--- config.mk ---
export PLATFORM = sky130hd
export DESIGN_NAME = dispatch_arbiter
export DESIGN_NICKNAME = d
export VERILOG_FILES = /design/src/rtl/arbiter_pkg.sv /design/src/rtl/dep_shadow_queue.sv /design/src/rtl/dispatch_arbiter.sv
export SDC_FILE = /design/constraint.sdc
export NUM_CORES = 1
export LEC_CHECK = 0
export CORE_UTILIZATION = 56
export CTS_CLUSTER_SIZE = 14
export DETAILED_ROUTE_END_ITERATION = 8
export PLACE_DENSITY = 0.89
export SYNTH_ARGS = -nofsm -noshare
export SYNTH_HDL_FRONTEND = slang
export SYNTH_SLANG_ARGS = --single-unit
--- constraint.sdc ---
create_clock -name clk -period 6.25 [get_ports clk]
set_input_delay 0.625 -clock clk [delete_from_list [all_inputs] [get_ports clk]]
set_output_delay 0.625 -clock clk [all_outputs]
set_load 0.01 [all_outputs]
--- src/rtl/arbiter_pkg.sv ---
// Shared instruction field positions and the {dst, src} address-pair type
// used by the dispatch arbiter and its per-lane shadow queues.
package arbiter_pkg;

    localparam int unsigned FORCE_BIT = 28;
    localparam int unsigned LANE_HI   = 27;
    localparam int unsigned LANE_LO   = 26;
    localparam int unsigned DST_HI    = 17;
    localparam int unsigned DST_LO    = 9;
    localparam int unsigned SRC_HI    = 8;
    localparam int unsigned SRC_LO    = 0;

    typedef struct packed {
        logic [DST_HI-DST_LO:0] dst;
        logic [SRC_HI-SRC_LO:0] src;
    } addr_pair_t;

endpackage

--- src/rtl/dep_shadow_queue.sv ---
// Per-lane circular queue of in-flight {dst, src} pairs, with occupancy count and a
// combinational dependency match against a presented pair.
module dep_shadow_queue
    import arbiter_pkg::*;
#(
    parameter  int unsigned DEPTH = 8,
    localparam int unsigned PTR_W = $clog2(DEPTH),
    localparam int unsigned CNT_W = PTR_W + 1
) (
    input  logic             clk,
    input  logic             reset,
    input  logic             push,
    input  logic             pop,
    input  addr_pair_t       wr_pair,
    input  addr_pair_t       cmp_pair,
    output logic             match,
    output logic [CNT_W-1:0] count
);

    addr_pair_t       mem_q [DEPTH];
    logic [PTR_W-1:0] rd_ptr_q;
    logic [PTR_W-1:0] wr_ptr_q;
    logic [CNT_W-1:0] count_q;
    logic [PTR_W-1:0] offset;
    logic             pop_eff;

    // A pop on an empty queue is dropped so the count never underflows.
    assign pop_eff = pop && (count_q != '0);
    assign count   = count_q;

    always_ff @(posedge clk) begin
        if (reset) begin
            rd_ptr_q <= '0;
            wr_ptr_q <= '0;
            count_q  <= '0;
        end else begin
            if (push) begin
                mem_q[wr_ptr_q] <= wr_pair;
                wr_ptr_q        <= wr_ptr_q + PTR_W'(1);
            end
            if (pop_eff) begin
                rd_ptr_q <= rd_ptr_q + PTR_W'(1);
            end
            if (push && !pop_eff) begin
                count_q <= count_q + CNT_W'(1);
            end else if (pop_eff && !push) begin
                count_q <= count_q - CNT_W'(1);
            end
        end
    end

    // An entry is live when its distance from the read pointer is below the count.
    always_comb begin
        match  = 1'b0;
        offset = '0;
        for (int unsigned i = 0; i < DEPTH; i++) begin
            offset = PTR_W'(i) - rd_ptr_q;
            if (({1'b0, offset} < count_q) &&
                ((cmp_pair.dst == mem_q[i].dst) || (cmp_pair.src == mem_q[i].src) ||
                 (cmp_pair.dst == mem_q[i].src) || (cmp_pair.src == mem_q[i].dst))) begin
                match = 1'b1;
            end
        end
    end

endmodule

--- src/rtl/dispatch_arbiter.sv ---
// Dispatches one instruction per cycle into NUM_LANES downstream FIFOs, keeping
// instructions that share addresses with in-flight work in the same lane.
module dispatch_arbiter
    import arbiter_pkg::*;
#(
    parameter  int unsigned NUM_LANES = 2,
    parameter  int unsigned INSTR_W   = 32,
    parameter  int unsigned ADDR_W    = 9,
    parameter  int unsigned DEPTH     = 8,
    localparam int unsigned CNT_W     = $clog2(DEPTH) + 1
) (
    input  logic                       clk,
    input  logic                       reset,
    input  logic                       in_valid,
    output logic                       in_ready,
    input  logic [INSTR_W-1:0]         in_instr,
    output logic [NUM_LANES-1:0]       lane_push,
    output logic [INSTR_W-1:0]         lane_data,
    input  logic [NUM_LANES-1:0]       lane_full,
    input  logic [NUM_LANES-1:0]       lane_pop,
    output logic [NUM_LANES*CNT_W-1:0] lane_count,
    output logic                       stall_conflict
);

    localparam int unsigned IDX_W = $clog2(NUM_LANES);

    addr_pair_t           new_pair;
    logic [NUM_LANES-1:0] match;
    logic [NUM_LANES-1:0] push;
    logic [CNT_W-1:0]     cnt [NUM_LANES];
    logic [CNT_W-1:0]     min_cnt;
    logic [IDX_W-1:0]     forced_idx;
    logic [IDX_W-1:0]     match_idx;
    logic [IDX_W-1:0]     min_idx;
    logic [IDX_W-1:0]     target;
    logic [2:0]           n_match;
    logic                 force_lane;
    logic                 has_target;
    logic                 multi_match;
    logic                 accept;

    assign new_pair.dst = in_instr[DST_LO +: ADDR_W];
    assign new_pair.src = in_instr[SRC_LO +: ADDR_W];
    assign force_lane   = in_instr[FORCE_BIT];
    assign forced_idx   = IDX_W'({1'b0, in_instr[LANE_HI:LANE_LO]} % 3'(NUM_LANES));

    always_comb begin
        n_match   = '0;
        match_idx = '0;
        min_idx   = '0;
        min_cnt   = cnt[0];
        for (int k = 0; k < NUM_LANES; k++) begin
            if (match[k]) begin
                n_match   = n_match + 3'd1;
                match_idx = IDX_W'(k);
            end
            if (cnt[k] < min_cnt) begin
                min_cnt = cnt[k];
                min_idx = IDX_W'(k);
            end
        end

        has_target  = 1'b1;
        multi_match = 1'b0;
        target      = min_idx;
        if (force_lane) begin
            target = forced_idx;
        end else if (n_match == 3'd1) begin
            target = match_idx;
        end else if (n_match > 3'd1) begin
            has_target  = 1'b0;
            multi_match = 1'b1;
        end
    end

    // A blocked target stalls the input rather than redirecting, to keep ordering.
    assign in_ready = !reset && has_target && !lane_full[target] &&
                      (cnt[target] < CNT_W'(DEPTH));
    assign accept   = in_valid && in_ready;

    for (genvar k = 0; k < NUM_LANES; k++) begin : g_lane
        assign push[k] = accept && (target == IDX_W'(k));

        dep_shadow_queue #(
            .DEPTH (DEPTH)
        ) u_queue (
            .clk      (clk),
            .reset    (reset),
            .push     (push[k]),
            .pop      (lane_pop[k]),
            .wr_pair  (new_pair),
            .cmp_pair (new_pair),
            .match    (match[k]),
            .count    (cnt[k])
        );

        assign lane_count[k*CNT_W +: CNT_W] = cnt[k];
    end

    always_ff @(posedge clk) begin
        if (reset) begin
            lane_push      <= '0;
            lane_data      <= '0;
            stall_conflict <= 1'b0;
        end else begin
            lane_push      <= push;
            stall_conflict <= in_valid && multi_match;
            if (accept) begin
                lane_data <= in_instr;
            end
        end
    end

endmodule
==> results of run 1 <==
==> registers in the layout, indices dropped and copies added (netlist names) <==
| signal | count |
|---|---|
| g_lane.u_queue.count | 8 |
| g_lane.u_queue.mem_q | 288 |
| g_lane.u_queue.rd_ptr_q | 6 |
| g_lane.u_queue.wr_ptr_q | 6 |
| lane_data | 32 |
| lane_push | 2 |
| stall_conflict | 1 |
==> critical path: cells and delay by family <==
family | cells | cell delay [ns]
buffers and inverters | 3 | 1.37
adder cells (fa/ha/maj) | 1 | 0.32
AND/OR/NAND/NOR | 4 | 1.48
XOR/XNOR | 1 | 0.18
AO/OA/AOI/OAI | 4 | 0.93
==> kinds of logic after synthesis <==
kind of cell	share of synthesized area, %
adder cells (fa/ha/maj)	2.875
buffers and inverters	4.253
flip-flops	51.86
AND/OR/NAND/NOR	9.271
XOR/XNOR	27.58
multiplexers	0.2130
AO/OA/AOI/OAI	3.953
==> cells in the mapped netlist, drive strengths merged (4+ instances only) <==
| library cell | instances |
|---|---|
| mux2i | 4 |
| o21ai | 47 |
| xnor2 | 298 |
| edfxtp | 288 |
| dfxtp | 55 |
| a21oi | 59 |
| nor4 | 76 |
| clkbuf | 13 |
| nor3b | 4 |
| inv | 35 |
| ha | 40 |
| nand3 | 66 |
| nand2b | 5 |
| nand2 | 11 |
| nand4 | 73 |
| nor2 | 30 |
| o22ai | 4 |
| a21o | 7 |
| buf | 85 |
| xor2 | 294 |
| or3 | 4 |
| o41ai | 4 |
| nor3 | 35 |
==> layout by cell type (no fill, tap or decap), types with 3 or more instances in the layout <==
cell type	count
buf_2	19
bufinv_16	3
nor2_1	30
ha_1	40
nor4_1	73
o21ai_0	29
a21o_1	7
nor4_2	3
nand4_1	73
nor3b_2	3
xor2_1	294
or3_1	4
buf_12	11
nand2_1	11
o22ai_1	4
nor2b_1	3
clkbuf_16	37
o41ai_1	4
inv_1	33
dfxtp_1	55
clkdlybuf4s50_1	63
clkinv_2	5
buf_4	51
edfxtp_1	288
xnor2_1	298
clkinv_1	5
a21oi_1	59
mux2i_1	4
clkbuf_8	4
clkbuf_1	9
nand3_1	66
nor3_1	33
o21ai_1	17
nand2b_1	5
a211oi_1	3
==> power groups by stage <==
stage | combinational (mW) | sequential, mW | clock, mW
floorplan | 0.850 | 2.68 | 0
global placement | 1.19 | 2.69 | 0
detailed placement | 1.25 | 2.70 | 0
CTS | 1.28 | 2.65 | 2.14
global route | 1.42 | 2.66 | 2.23
finish | 1.29 | 2.65 | 2.12
==> cell type report <==
cell class	count	area, um^2
Inverter	35	131.4
Clock buffer	50	1015
Fill cell	2249	11550
Clock inverter	15	151.4
Tap cell	442	553.0
Timing Repair Buffer	144	1329
Sequential cell	343	9749
Multi-Input combinational cell	1083	8308
==> layer usage <==
layer / GRT usage (%) / up-vias
met1: 33.67 / 6271
met2: 47.13 / 670
li1: - / 5660
met4: 15.40 / 0
met3: 4.247 / 181
met5: 0 / -
==> worst max-delay path by stage <==
stage / start / to / slack (ns) / cells past startpoint
finish: in_instr[2] / in_ready / 0.69 / 13
global route: in_instr[9] / in_ready / 0.54 / 15
CTS: in_instr[9] / in_ready / 0.77 / 14
detailed placement: in_instr[9] / g_lane[1].u_queue.mem_q[2][2] / 0.67 / 17
global placement: in_instr[9] / g_lane[1].u_queue.count[3] / 0.77 / 21
floorplan: in_instr[15] / g_lane[0].u_queue.mem_q[1][0] / 0.39 / 18
==> metrics.cfg, run 1 <==
[run_status]
status = completed

[finish]
final_area_um2 = 21240
antennaDiodeCount = 0
final_nets = 1724
stdcell_count = 2112
fin_util_pct = 64.78
drive_gt1_share_pct = 8.743
area_growth_pct = 12.96

[critical_path]
crit_arrival_ns = 4.93
reg2reg_depth = 15
r2r-end = g_lane[1].u_queue.mem_q[2][10]
worstPathCellList = buf_2, buf_4, xor2_1, nor4_1, nor4_1, o22ai_1, or4_1, ha_1, nor2b_1, o41a_1, o21ai_0, a211oi_1, clkdlybuf4s50_1
cp.required_ns = 5.62
critPathLaunchType = input pin
r2r_start = g_lane[1].u_queue.mem_q[2][6]
crit_type = in2out
r2r_slack_ns = 1.41
max_stage_delay_ns = 0.71
cp_max_fo = 15
crit_path_end_kind = output port
cpMostUsedCell = nor4_1
cp_slowest_cell = nor4_1

[timing]
worst_slack_ns = 0.6901
hold_slack_ns = 0.4644
finalHoldViolations = 0
fin_crit_sh_pct = 88.96
worstMarginPinSlew_ns = 1.130
fmax_ghz = 0.1799
rsz0062_at_grt = false
setup_violations = 0
timing.final.max_slew_violations = 0
relSlewSlack_pct = 23.68
setup_tns_ns = 0
skew_ns = 0.02343
fin_crit_ns = 5.560

[synthesis]
async_flop_share_pct = 0
syn_nets = 1640
ys.flop_type = edfxtp_1
syn_inst = 1559
ys_seq_elements = 343
yosysUniqueCellTypes = 42
yosys.area.top_type_share_pct = 46.00
avgSynthCellArea_um2 = 12.06
ys_seq_area_share_pct = 51.86
synth_largest_area_cell = edfxtp_1
synth_edf_count = 288
syn-cell-area_um2 = 18800
synth_area_leaders = edfxtp_1, xnor2_1, xor2_1
synth_warnings = 0

[flow_run]
maxCapViolCount = 0

[global_route]
grt_pass1_vias = 13215
grt_max_degree = 60
overflow = 0
grt_pass1_wl_mm = 72.44
grt_use_total_pct = 27.72
antenna_found_initial = 0

[pwr]
vdd_drop_max_v = 0.0002124
clkPwrFrac_pct = 35.0
pwr_density_cell_nw_per_um2 = 285.8
comb_power_share_pct = 21.3
leakagePower_nw = 7.101
seqPwrFrac_pct = 43.7
report.power.total_mw = 6.069
p_int_mw = 4.360
switching_share_pct = 28.15
power_switching_mw = 1.708

[clock_network]
postCtsResizedCells = 0
cts_tree = done
cts-buffers-inserted = 36
clockRootBuffer = clkbuf_16
clk_pin_slew_ns = 0.06
ctsHoldBuffers = 0
clock_latency_ns = 0.53
htree_num_levels = 2
cts_sinks = 343
clockBufferDepth = 3
cts_setup_buffers = 0

[placed_design]
dp_worst_setup_slack_ns = 0.6693
place.gp.congestion = 0.9234
dp_cells = 2047
place_hpwl_mm = 29.08
io_buffers = 82
placed_cell_area_um2 = 20070

[floorplanning]
die-area_um2 = 34310
start_util_pct = 57.35
io_pins = 83
die_x_um = 185.2
coreArea_um2 = 32780
std_cell_rows = 66
die_h_um = 185.2

[routing]
drt_pass1_iterations = 5
via_per_inst = 6.052
routedLengthMet1_mm = 17.87
drt.antenna.violating_nets = 0
vias = 12782
wl_met2_mm = 22.55
initialDrtViolationCount = 1100
route.met3.wl_mm = 4.059
drt_wl_total_mm = 47.04
routed.top_layer = met4
wl_per_cell_um = 22.27
route.detailed.drc = 0

[min_path]
whs_path_depth = 2
hold_class = reg2reg
min_to = lane_data[24]
holdCritStartpoint = lane_data[24]

Note: power is estimated with default switching activity, not from simulation.
==> run 2, diff against run 1 <==
- CAP_MARGIN: not set -> 20
==> run 2 against run 1 <==
Cell count about the same. Sequential share of layout area about the same. Core utilization about the same.
==> metrics.cfg, run 2 (synthesized netlist as in run 1, its figures left out) <==
[global_route]
grt_use_total_pct = 27.72  ; unchanged
grt_pass1_wl_mm = 72.44  ; unchanged
overflow = 0  ; unchanged
antenna_found_initial = 0  ; unchanged
grt_max_degree = 60  ; unchanged
grt_pass1_vias = 13215  ; unchanged

[routing]
drt_wl_total_mm = 47.07  ; about the same
drt_pass1_iterations = 6  ; +1
vias = 12789  ; +0.055%
initialDrtViolationCount = 1205  ; +9.5%
route.detailed.drc = 0  ; unchanged
via_per_inst = 6.053  ; about the same
wl_per_cell_um = 22.28  ; about the same
drt.antenna.violating_nets = 0  ; unchanged

[placed_design]
place_hpwl_mm = 29.08  ; unchanged
io_buffers = 82  ; unchanged
placed_cell_area_um2 = 20070  ; unchanged
place.gp.congestion = 0.9234  ; unchanged

[clock_network]
cts_tree = done
clockBufferDepth = 3  ; unchanged
ctsHoldBuffers = 0  ; unchanged
cts-buffers-inserted = 36  ; unchanged
htree_num_levels = 2  ; unchanged
cts_sinks = 343  ; unchanged
clock_latency_ns = 0.54  ; about the same
postCtsResizedCells = 0  ; unchanged
clockRootBuffer = clkbuf_16
clk_pin_slew_ns = 0.06  ; about the same
cts_setup_buffers = 0  ; unchanged

[pwr]
vdd_drop_max_v = 0.0002130  ; +0.30%
seqPwrFrac_pct = 43.7  ; about the same
report.power.total_mw = 6.076  ; +0.11%
switching_share_pct = 28.19  ; +0.038 points
leakagePower_nw = 7.105  ; about the same
p_int_mw = 4.363  ; about the same
comb_power_share_pct = 21.4  ; about the same
clkPwrFrac_pct = 35.0  ; about the same
pwr_density_cell_nw_per_um2 = 286.0  ; about the same
power_switching_mw = 1.713  ; +0.25%

[finish]
antennaDiodeCount = 0  ; unchanged
final_common_cell = xnor2_1
drive_gt1_share_pct = 8.797  ; +0.055 points
final_area_um2 = 21240  ; about the same
top_register = g_lane.u_queue.mem_q
largest_register_ffs = 288  ; unchanged
layout_common_cells = xnor2_1, xor2_1, edfxtp_1
final_nets = 1725  ; +0.058%
area_growth_pct = 12.98  ; about the same

[critical_path]
cp_max_fo = 27  ; +12
crit_arrival_ns = 4.94  ; about the same
crit_path_end_kind = output port
critPathLaunchType = input pin
crit_type = in2out
cp.required_ns = 5.62  ; about the same

[timing]
setup_tns_ns = 0  ; unchanged
fmax_ghz = 0.1795  ; -0.18%
worstMarginPinSlew_ns = 0.8643  ; -0.2657 ns
fin_crit_ns = 5.570  ; +0.009926 ns
finalHoldViolations = 0  ; unchanged
setup_violations = 0  ; unchanged
timing.final.max_slew_violations = 0  ; unchanged
relSlewSlack_pct = 41.85  ; +18 points
skew_ns = 0.02466  ; +0.001228 ns
fin_crit_sh_pct = 89.12  ; +0.16 points
rsz0062_at_grt = false

[run_status]
status = completed

[floorplanning]
start_util_pct = 57.35  ; unchanged
std_cell_rows = 66  ; unchanged
die_h_um = 185.2  ; unchanged
die_x_um = 185.2  ; unchanged
io_pins = 83  ; unchanged
die-area_um2 = 34310  ; unchanged
coreArea_um2 = 32780  ; unchanged

[flow_run]
maxCapViolCount = 0  ; unchanged

[min_path]
hold_class = in2reg

run 2: layout make-up:
| type | instances | area, um^2 |
|---|---|---|
| clock inverter | 15 | 151.4 |
| fill | 2251 | 11540 |
| sequential | 343 | 9749 |
| tap | 442 | 553.0 |
| timing repair buffer | 145 | 1334 |
| clock buffer | 50 | 1015 |
| multi-input combinational | 1083 | 8308 |
| inverter | 35 | 131.4 |
run 2: worst max-delay path: stages:
cell	delay, ns
buf_2	0.43
buf_12	0.30
xnor2_1	0.11
nand3_1	0.09
nor4_1	0.06
nor4_1	0.75
o22ai_1	0.26
or4_1	0.52
ha_1	0.32
nor2b_1	0.18
o41a_1	0.26
o21ai_0	0.12
a211oi_1	0.31
clkdlybuf4s50_1	0.59
run 2: final timing paths:
| check | from | end | slack (ns) | cells past startpoint |
|---|---|---|---|---|
| worst max-delay path | in_instr[16] | in_ready | 0.68 | 14 |
| worst min-delay path | in_instr[14] | g_lane[1].u_queue.mem_q[4][14] | 0.46 | 1 |
| worst max register to register | g_lane[1].u_queue.mem_q[2][1] | g_lane[1].u_queue.mem_q[2][13] | 1.40 | 15 |
| worst min register to register | lane_data[24] | lane_data[24] | 0.46 | 2 |
run 2: power by group through the flow:
stage	combinational [mW]	sequential [mW]	clock, mW
after floorplan	0.850	2.68	0
after global placement	1.19	2.69	0
after detailed placement	1.25	2.70	0
after CTS	1.28	2.65	2.14
after global routing	1.42	2.66	2.23
final	1.30	2.65	2.12
run 2: routing by layer:
metal	wire length [um]	GRT usage [%]
met4	2495	15.40
met3	4036	4.247
met1	17910	33.67
met5	0	0
met2	22630	47.13
run 2: through the flow:
stage / worst slack (ns) / std cells / util (%) / hold slack [ns]
after floorplan: 0.3950 / 1559 / - / 0.4922
after global placement: 0.7676 / 2047 / 61.22 / 0.4528
after detailed placement: 0.6693 / 2047 / 61.22 / 0.4580
after CTS: 0.7736 / 2112 / 64.78 / 0.4415
after global routing: 0.5353 / 2113 / 64.79 / 0.4373
final: 0.6802 / 2113 / 64.79 / 0.4605
==> run 3, diff against run 2 <==
- ABC_CLOCK_PERIOD_IN_PS: not set -> 6250
- CORE_MARGIN: not set -> 2
==> run 3 against run 2 <==
Cell count increased by 0.57%. Sequential power about the same. Clock power decreased by 6%. First-iteration DRC count decreased by 3.8%. Largest cell class unchanged. Die area increased by 2.2%. Wire length decreased by 1.7%. Sequential cell count unchanged. Fmax increased by 0.45%.
==> metrics.cfg, run 3 (synthesized netlist as in run 1, its figures left out) <==
[timing]
worstMarginPinSlew_ns = 1.104  ; +0.2394 ns
relSlewSlack_pct = 25.46  ; -16 points
fin_crit_sh_pct = 88.72  ; -0.40 points
timing.final.max_slew_violations = 0  ; unchanged
fmax_ghz = 0.1803  ; +0.45%
finalHoldViolations = 0  ; unchanged
fin_crit_ns = 5.545  ; -0.02473 ns
skew_ns = 0.02285  ; -0.001817 ns
setup_tns_ns = 0  ; unchanged
rsz0062_at_grt = false
setup_violations = 0  ; unchanged

[floorplanning]
io_pins = 83  ; unchanged
start_util_pct = 56.49  ; -0.86 points
std_cell_rows = 67  ; +1.5%
die-area_um2 = 35050  ; +2.2%
die_x_um = 187.2  ; +1.1%
die_h_um = 187.2  ; +1.1%
coreArea_um2 = 33280  ; +1.5%

[min_path]
holdCritStartpoint = lane_data[13]
hold_class = reg2reg
whs_path_depth = 2  ; +1
min_to = lane_data[13]

[routing]
route.detailed.drc = 0  ; unchanged
vias = 12660  ; -1.0%
drt_pass1_iterations = 7  ; +1
initialDrtViolationCount = 1159  ; -3.8%
wl_per_cell_um = 21.77  ; -2.3%
drt_wl_total_mm = 46.26  ; -1.7%
via_per_inst = 5.958  ; -1.6%
drt.antenna.violating_nets = 0  ; unchanged

[global_route]
antenna_found_initial = 0  ; unchanged
grt_pass1_vias = 13128  ; -0.66%
grt_pass1_wl_mm = 72.88  ; +0.62%
grt_max_degree = 39  ; -35%
grt_use_total_pct = 26.30  ; -1.4 points
overflow = 0  ; unchanged

[placed_design]
place_hpwl_mm = 29.78  ; +2.4%
io_buffers = 82  ; unchanged
placed_cell_area_um2 = 20060  ; about the same
dp_cells = 2064  ; +0.83%
place.gp.congestion = 0.8745  ; -5.3%

[finish]
multiInputGateArea_um2 = 8308  ; unchanged
stdcell_count = 2125  ; +0.57%
largest_register_ffs = 288  ; unchanged
drive_gt1_share_pct = 9.243  ; +0.45 points
final_nets = 1734  ; +0.52%
final-seq-area_um2 = 9749  ; unchanged
final_area_um2 = 21150  ; -0.42%
antennaDiodeCount = 0  ; unchanged
area_growth_pct = 12.51
layout_common_cells = xnor2_1, xor2_1, edfxtp_1
final_common_cell = xnor2_1
top_register = g_lane.u_queue.mem_q
nFillCells = 2317  ; +2.9%

[critical_path]
crit_arrival_ns = 4.92  ; -0.02 ns
r2r_slack_ns = 1.41  ; about the same
r2r_start = g_lane[1].u_queue.mem_q[3][15]
crit_path_end_kind = output port
crit_type = in2out
cp_max_fo = 20  ; -26%
critPathLaunchType = input pin
reg2reg_depth = 16  ; +1
cp.required_ns = 5.62  ; about the same
r2r-end = g_lane[0].u_queue.mem_q[4][10]

[pwr]
pwr_density_cell_nw_per_um2 = 279.8  ; -2.2%
leakagePower_nw = 7.073  ; -0.45%
vdd_drop_max_v = 0.0001965  ; -7.7%

[clock_network]
ctsHoldBuffers = 0  ; unchanged
cts_sinks = 343  ; unchanged
postCtsResizedCells = 0  ; unchanged
cts_setup_buffers = 0  ; unchanged
htree_num_levels = 2  ; unchanged
clockBufferDepth = 3  ; unchanged
cts_tree = done
cts-buffers-inserted = 34  ; -5.6%
clk_pin_slew_ns = 0.06  ; about the same
clock_latency_ns = 0.53  ; about the same
clockRootBuffer = clkbuf_16

[flow_run]
maxCapViolCount = 0  ; unchanged

[run_status]
status = completed

==> run 3: cell count changes in the layout (fill, tap and decap cells not counted) <==
cell / change
clkinv_1: -2
clkbuf_16: -1
clkbuf_8: -1
clkinv_8: +2
buf_12: -8
clkinvlp_4: +2
clkinv_2: -2
clkbuf_4: +1
buf_4: +19
inv_6: -2
bufinv_16: -2
==> run 3: layout make-up <==
cell class                      count  area share [%]
Sequential cell                   343           46.09
Multi-Input combinational cell   1083           39.28
Timing Repair Buffer              156           6.223
Clock buffer                       49           4.649
Tap cell                          448           2.650
Inverter                           35          0.6211
Clock inverter                     11          0.4910
==> run 3: worst max path at each step <==
stage                            start                             to  slack [ns]  depth (start not counted)
after global placement     in_instr[7]     g_lane[1].u_queue.count[3]        0.86                         22
after floorplan           in_instr[15]  g_lane[0].u_queue.mem_q[1][0]        0.39                         18
after detailed placement   in_instr[7]  g_lane[0].u_queue.mem_q[4][6]        0.79                         19
final                      in_instr[7]                       in_ready        0.70                         15
after global routing       in_instr[7]                       in_ready        0.56                         16
after CTS                  in_instr[7]                       in_ready        0.80                         15
==> run 3: where the power goes <==
group          switching [mW]  internal (mW)  total [mW]
registers               0.102           2.55        2.65
clock network           0.857           1.14        2.00
logic                   0.721          0.547        1.27
==> run 3: critical path, cell delays in order <==
cell	delay [ns]
buf_2	0.52
buf_4	0.41
xor2_1	0.18
nor4_1	0.08
nand4_1	0.10
nand4_1	0.28
o41ai_1	0.50
and4_1	0.26
nand4_1	0.15
ha_1	0.34
nor2b_1	0.17
o41a_1	0.25
o21ai_0	0.10
a211oi_1	0.32
clkdlybuf4s50_1	0.61
==> run 3: layer usage <==
| layer | up-vias | track usage [%] | share of wire [%] |
|---|---|---|---|
| met3 | 159 | 4.034 | 7.7 |
| met2 | 642 | 44.31 | 49 |
| met4 | 0 | 12.18 | 4.5 |
| met5 | - | 0 | 0 |
| li1 | 5680 | - | - |
| met1 | 6179 | 33.57 | 39 |
==> run 3: through the flow <==
step	power [mW]	setup slack, ns	hold slack, ns	utilization [%]
2_1_floorplan	3.534	0.3950	0.4922	-
3_3_place_gp	3.861	0.8568	0.4519	60.28
3_5_place_dp	3.925	0.7851	0.4577	60.28
4_1_cts	5.923	0.7962	0.4660	63.54
5_1_grt	6.173	0.5551	0.4859	63.56
6_report	5.919	0.7049	0.4636	63.56
